$ cat src/rtl/if_stage.sv
// Instruction-fetch stage: PC register, next-PC selection, I-cache read port,
// IF/ID pipeline register and fetch performance counters.
module if_stage #(
   parameter logic [31:0] RESET_PC = 32'h0000_0000
) (
   input  logic        clk,
   input  logic        rst_n,
   input  logic        stall_id,
   input  logic        PCSrc,
   input  logic        IF_Flush,
   input  logic        Jump,
   input  logic        JumpR,
   input  logic [31:0] branch_target,
   input  logic [31:0] jr_target,
   input  logic        ICACHE_stall,
   input  logic [31:0] ICACHE_rdata,
   output logic        ICACHE_ren,
   output logic [29:0] ICACHE_addr,
   output logic [31:0] pc,
   output logic [31:0] ifid_inst,
   output logic [31:0] ifid_pc4,
   output logic        ifid_valid,
   output logic [31:0] cnt_fetch,
   output logic [31:0] cnt_flush,
   output logic [31:0] cnt_stall
);

   logic [31:0] pc_plus4;
   logic [31:0] next_pc;
   logic        redir;
   logic        advance;
   logic        unused_low_bits;

   // Targets are word aligned; the byte-offset bits of the inputs are dropped.
   assign unused_low_bits = ^{jr_target[1:0], branch_target[1:0]};

   assign pc_plus4    = pc + 32'd4;
   assign redir       = (PCSrc | Jump | JumpR) & ~stall_id;
   assign advance     = ~ICACHE_stall & ~stall_id;
   assign ICACHE_addr = pc[31:2];
   // The read port is idle only while reset is held.
   assign ICACHE_ren  = rst_n;

   always_comb begin
      // NOTE: default assigned first so every path drives next_pc and no latch is inferred.
      next_pc = pc_plus4;
      if (redir) begin
         if (JumpR)
            next_pc = {jr_target[31:2], 2'b00};
         else if (Jump)
            next_pc = {ifid_pc4[31:28], ifid_inst[25:0], 2'b00};
         else if (PCSrc)
            next_pc = {branch_target[31:2], 2'b00};
      end
   end

   // NOTE: sequential state uses non-blocking assignments so all flops update together.
   always_ff @(posedge clk or negedge rst_n) begin
      if (!rst_n) begin
         pc         <= RESET_PC;
         ifid_inst  <= '0;
         ifid_pc4   <= '0;
         ifid_valid <= 1'b0;
         cnt_fetch  <= '0;
         cnt_flush  <= '0;
         cnt_stall  <= '0;
      end else if (!advance) begin
         // Either stall freezes the stage; redirects and flushes are re-presented later.
         cnt_stall <= cnt_stall + 32'd1;
      end else begin
         pc       <= next_pc;
         ifid_pc4 <= pc_plus4;
         if (IF_Flush) begin
            ifid_inst  <= '0;
            ifid_valid <= 1'b0;
            cnt_flush  <= cnt_flush + 32'd1;
         end else begin
            ifid_inst  <= ICACHE_rdata;
            ifid_valid <= 1'b1;
            cnt_fetch  <= cnt_fetch + 32'd1;
         end
      end
   end

endmodule
$ cat config.mk
export PLATFORM = sky130hd
export DESIGN_NAME = if_stage
export DESIGN_NICKNAME = d
export VERILOG_FILES = /design/src/rtl/if_stage.sv
export SDC_FILE = /design/constraint.sdc
export NUM_CORES = 1
export LEC_CHECK = 0
export CAP_MARGIN = 20
export CORE_UTILIZATION = 50
export CTS_CLUSTER_SIZE = 25
export DETAILED_ROUTE_END_ITERATION = 12
export PLACE_DENSITY_LB_ADDON = 0.15
export SLEW_MARGIN = 15
export SYNTH_ARGS = -nofsm -noshare
export SYNTH_HDL_FRONTEND = slang
export SYNTH_SLANG_ARGS = --single-unit
$ cat constraint.sdc
create_clock -name clk -period 2.8 [get_ports clk]
set_input_delay 0.42 -clock clk [delete_from_list [all_inputs] [get_ports clk]]
set_output_delay 0.42 -clock clk [all_outputs]
set_load 0.01 [all_outputs]
After elaboration in Yosys (flattened, before gate mapping)
Cells that the tools add are included.
Word-level totals
  bits in registers: 193
  input bits: 104
Operators by class
  add/subtract/negate cells: 4
  mux-type cells: 6
  bitwise gates (word level): 7
  reductions and logical operators: 2
Operators with widths (count)
  32-bit 2-to-1 mux: 5
  32-bit by 1-bit adder with 32-bit output, second input constant: 3
  32-bit by 3-bit adder with 32-bit output, second input constant: 1
  2-bit AND reduction: 2
  1-bit NOT: 3
  1-bit bitwise AND: 2
  1-bit OR: 2
  1-bit 2-to-1 mux: 1

Longest topological paths before layout
  depth in word-level cells: 5
  mapped depth: 8

Worst setup path after synthesis
Ideal clock, no wire load.
  kind: register to register
  start point: register pc[2]
  end point: register pc[18]
  arrival: 1842 ps
  required time: 2658 ps
  setup slack: 816 ps
  cell stages (with the launch flop): 8
  path buffers: 1
  period minus slack after synthesis: 1984 ps
  path through: dfrtp_1 -> ha_1 -> and3_1 -> buf_2 -> nand4_1 -> nor3_1 -> mux2i_1 -> o21ai_0
Between the ends
  word-level cells in the longest chain between the ends: 5
RTL lines
  from (decl): RTL line 19  | output logic [31:0] pc,
  from (signal assigned): RTL line 71  | pc <= next_pc;
  32-bit by 3-bit adder with 32-bit output *: RTL line 37  | assign pc_plus4 = pc + 32'd4;
  32-bit 2-to-1 mux: RTL line 52  | else if (PCSrc)
  32-bit 2-to-1 mux: RTL line 50  | else if (Jump)
  32-bit 2-to-1 mux: RTL line 48  | if (JumpR)
  32-bit 2-to-1 mux *: RTL line 47  | if (redir) begin
Every way passes the cells marked *; elsewhere a longest branch is shown, timed or not.
A chain may end at the register's enable or synchronous reset.

Final worst setup path
  start point: register pc[2]
  end point: register pc[30]
Same word-level chain as after synthesis.

==> summary.txt <==
Global route
  • Global Route Usage Sum: 28.11%
  • Initial antenna violation count: 2
  • Largest net degree at the start of global routing: 190
  • First-pass GRT wire length: 43.19 mm
  • Vias in the first global route: 8,040
  • Grt ovf: 0

Timing
  • Final clock skew: 0.009405 ns
  • Setup TNS: 0 ns
  • Number of setup violations in the final report: 0
  • Measured slew at the worst slew-check pin: 1.108 ns
  • Final min period: 2.374 ns
  • RSZ-0062 raised after global routing: false
  • Fin crit share: 84.80%
  • Hold_ws: 0.1282 ns
  • Final Max Slew Viols: 0
  • Slew headroom: 26.15%
  • Hold Vio Cnt, Final: 0
  • Max frequency: 421.1 MHz

Yosys
  • Fraction of the mapped netlist area in simple logic gates: 22.16%
  • Synth top area cells: dfrtp_1 49%, xnor2_1 8.4%, nand2_1 6.8%
  • Synth Instances: 1,004
  • Synth Area in XOR/XNOR: 11.00%
  • Post-synth ARST share: 100.0%
  • Post-synth top area share: 49.08%
  • Leading area contributor after synthesis: dfrtp_1
  • Post-synth EDFFs: 0
  • Mux cell area share after synthesis: 0.3376%
  • Yosys reg bits: 189
  • Adder-cell share of the synthesized area: 0.5193%
  • Distinct cells, synth: 59
  • Register area share after synthesis: 49.08%
  • Mean post-synth cell area: 9.598 µm²
  • Top FF cell, synth: dfrtp_1
  • Yosys warning count: 0
  • Post-Syn Area: 9637 µm²
  • Complex-gate fraction of the synthesized area: 11.44%
  • Largest family of logic cells by synthesized area: simple AND/OR/NAND/NOR gates

Power
  • Total power: 8.004 mW
  • Cell area power density: 594.2 nW/µm²
  • Static Leak: 5.715 nW
  • Worst vdd ir: 0.4187 mV

Finish
  • Layout cell share with drive strength beyond 1: 5.556%
  • Final nets: 1,391
  • Most common cell after layout, fill and taps aside: clkdlybuf4s50_1
  • Area grow syn2layout: 39.78%
  • Post-layout instance count excluding filler cells: 1,532
  • Most frequent cells in the layout: 317 x clkdlybuf4s50_1, 189 x dfrtp_1, 175 x nand2_1

Worst setup path
  • CP required: 3.13 ns
  • Crit-path max FO: 9
  • CP Data Arrival Time: 2.70 ns
  • Reg2Reg Setup Slack: 0.43 ns
  • Startpoint types: flip-flop
  • Worst Setup End Kind: flip-flop
  • Setup CP Type: flip-flop to flip-flop

Floorplan
  • Die area: 19,830 µm²
  • Core footprint: 18,770 µm²
  • Die Span Y: 140.8 µm
  • Die X: 140.8 µm
  • Row cnt: 50
  • Initial Util: 51.35%
  • IO Pins: 328

Hold path
  • Hold WC Path Type: input pin to asynchronous set/reset pin

Placement
  • Routability cong.: 0.8928
  • Port bufs: 319
  • Post-Place Cells: 1,498
  • Final HPWL DP: 19.69 mm

Routing
  • Met3 Routed Length: 2.225 mm
  • Total number of vias: 8,482
  • Initial DRC count: 695
  • Post-Route WL: 27.28 mm
  • Post-route ant nets: 0
  • DRC: 0
  • WL per Instance: 17.81 µm
  • Highest Signal Layer: met4
  • Wl on met1: 11.04 mm
  • Vias per inst: 5.537
  • Drt first pass iters: 5
  • DR WL met2: 13.32 mm

Outcome
  • Status: completed

Clock tree
  • Clock slew at reported path FFs: 0.08 ns
  • Clk buf depth: 2
  • Clock latency at the later pin of the worst-skew pair: 0.44 ns
  • Hold buffers post-CTS: 0
  • Cts repair resizes: 0
  • Clock tree root buffer cell: clkbuf_16
  • CTS sink count: 189
  • H-Tree Depth: 4
  • CTS tree: yes
  • Post-CTS setup buffers: 0
  • CTS buffer count: 17

Run
  • Max-Cap Viols: 0
## routing by layer
metal  vias up  GRT usage, %
met1      4040         35.21
li1       4033             -
met2       361         46.45
met4         0         11.16
met3        48         7.439
met5         -             0
## area by class of cell
class	count	area, µm²
fillers	1435	5298
flip-flops and latches	189	4730
multi-input cells	722	4405
repair buffers	343	3410
clock buffers	18	439.2
well taps	234	292.8
clock inverters	14	151.4
inverters	10	37.54
diodes	2	5.005
## cell usage after synthesis, drive strengths merged (3+ instances only)
library cell and count:
o32ai 3, nand2 175, nor3 22, o22ai 12
inv 9, a221oi 13, nand4 27, and3 22
nor2 54, and2 9, a31oi 3, clkbuf 33
a21oi 24, ha 4, o21ai 62, o221ai 3
nand3b 33, dfrtp 189, a221o 7, buf 53
a211oi 3, nand2b 7, nor3b 3, a22oi 10
nand3 44, xor2 29, or2 3, xnor2 92
a2bb2oi 3, o21a 5, and4 16, o2bb2ai 7
## cells by family after synthesis
group | Yosys count
other | 1
buffers and inverters | 96
adder cells (fa/ha/maj) | 4
AO/OA/AOI/OAI | 169
AND/OR/NAND/NOR | 421
XOR/XNOR | 121
flip-flops | 189
multiplexers | 3
## through the flow
step           setup WS, ns  instance area [µm²]  utilization, %
4_1_cts              0.4373                13470           71.75
6_report             0.4255                13470           71.77
3_5_place_dp         0.3098                12870           68.60
5_1_grt              0.3097                13470           71.77
3_3_place_gp         0.3328                12870           68.60
2_1_floorplan        0.8156                 9648               -
## critical path: stages, from the launching register on
cell,delay [ns]
dfrtp_1,0.55
ha_1,0.33
and3_1,0.32
nand4_1,0.12
buf_4,0.20
nor3_1,0.43
o21ai_0,0.17
o2bb2ai_1,0.14
## worst paths after layout
path	start	cells after the start	to
hold reg to reg	cnt_stall[31]$_DFFE_PN0N_	1	cnt_stall[31]$_DFFE_PN0N_
min in group clk	cnt_stall[31]$_DFFE_PN0N_	1	cnt_stall[31]$_DFFE_PN0N_
hold / removal	rst_n	2	cnt_fetch[22]$_DFFE_PN0P_
max in group asynchronous	rst_n	2	pc[29]$_DFFE_PN0P_
setup reg to reg	pc[2]$_DFFE_PN0P_	7	pc[30]$_DFFE_PN0P_
setup / recovery	pc[2]$_DFFE_PN0P_	7	pc[30]$_DFFE_PN0P_
## state kept, by name (all words and copies together), names as in the netlist
signal,cells
cnt_fetch,32
cnt_flush,32
cnt_stall,32
ifid_inst,32
ifid_pc4,30
ifid_valid,1
pc,30
## report_power, final
part | total (mW) | internal, mW | switching, mW
logic | 2.08 | 1.16 | 0.913
registers | 3.49 | 3.06 | 0.433
clock network | 2.44 | 1.29 | 1.15
(Power assumes the default switching activity.)
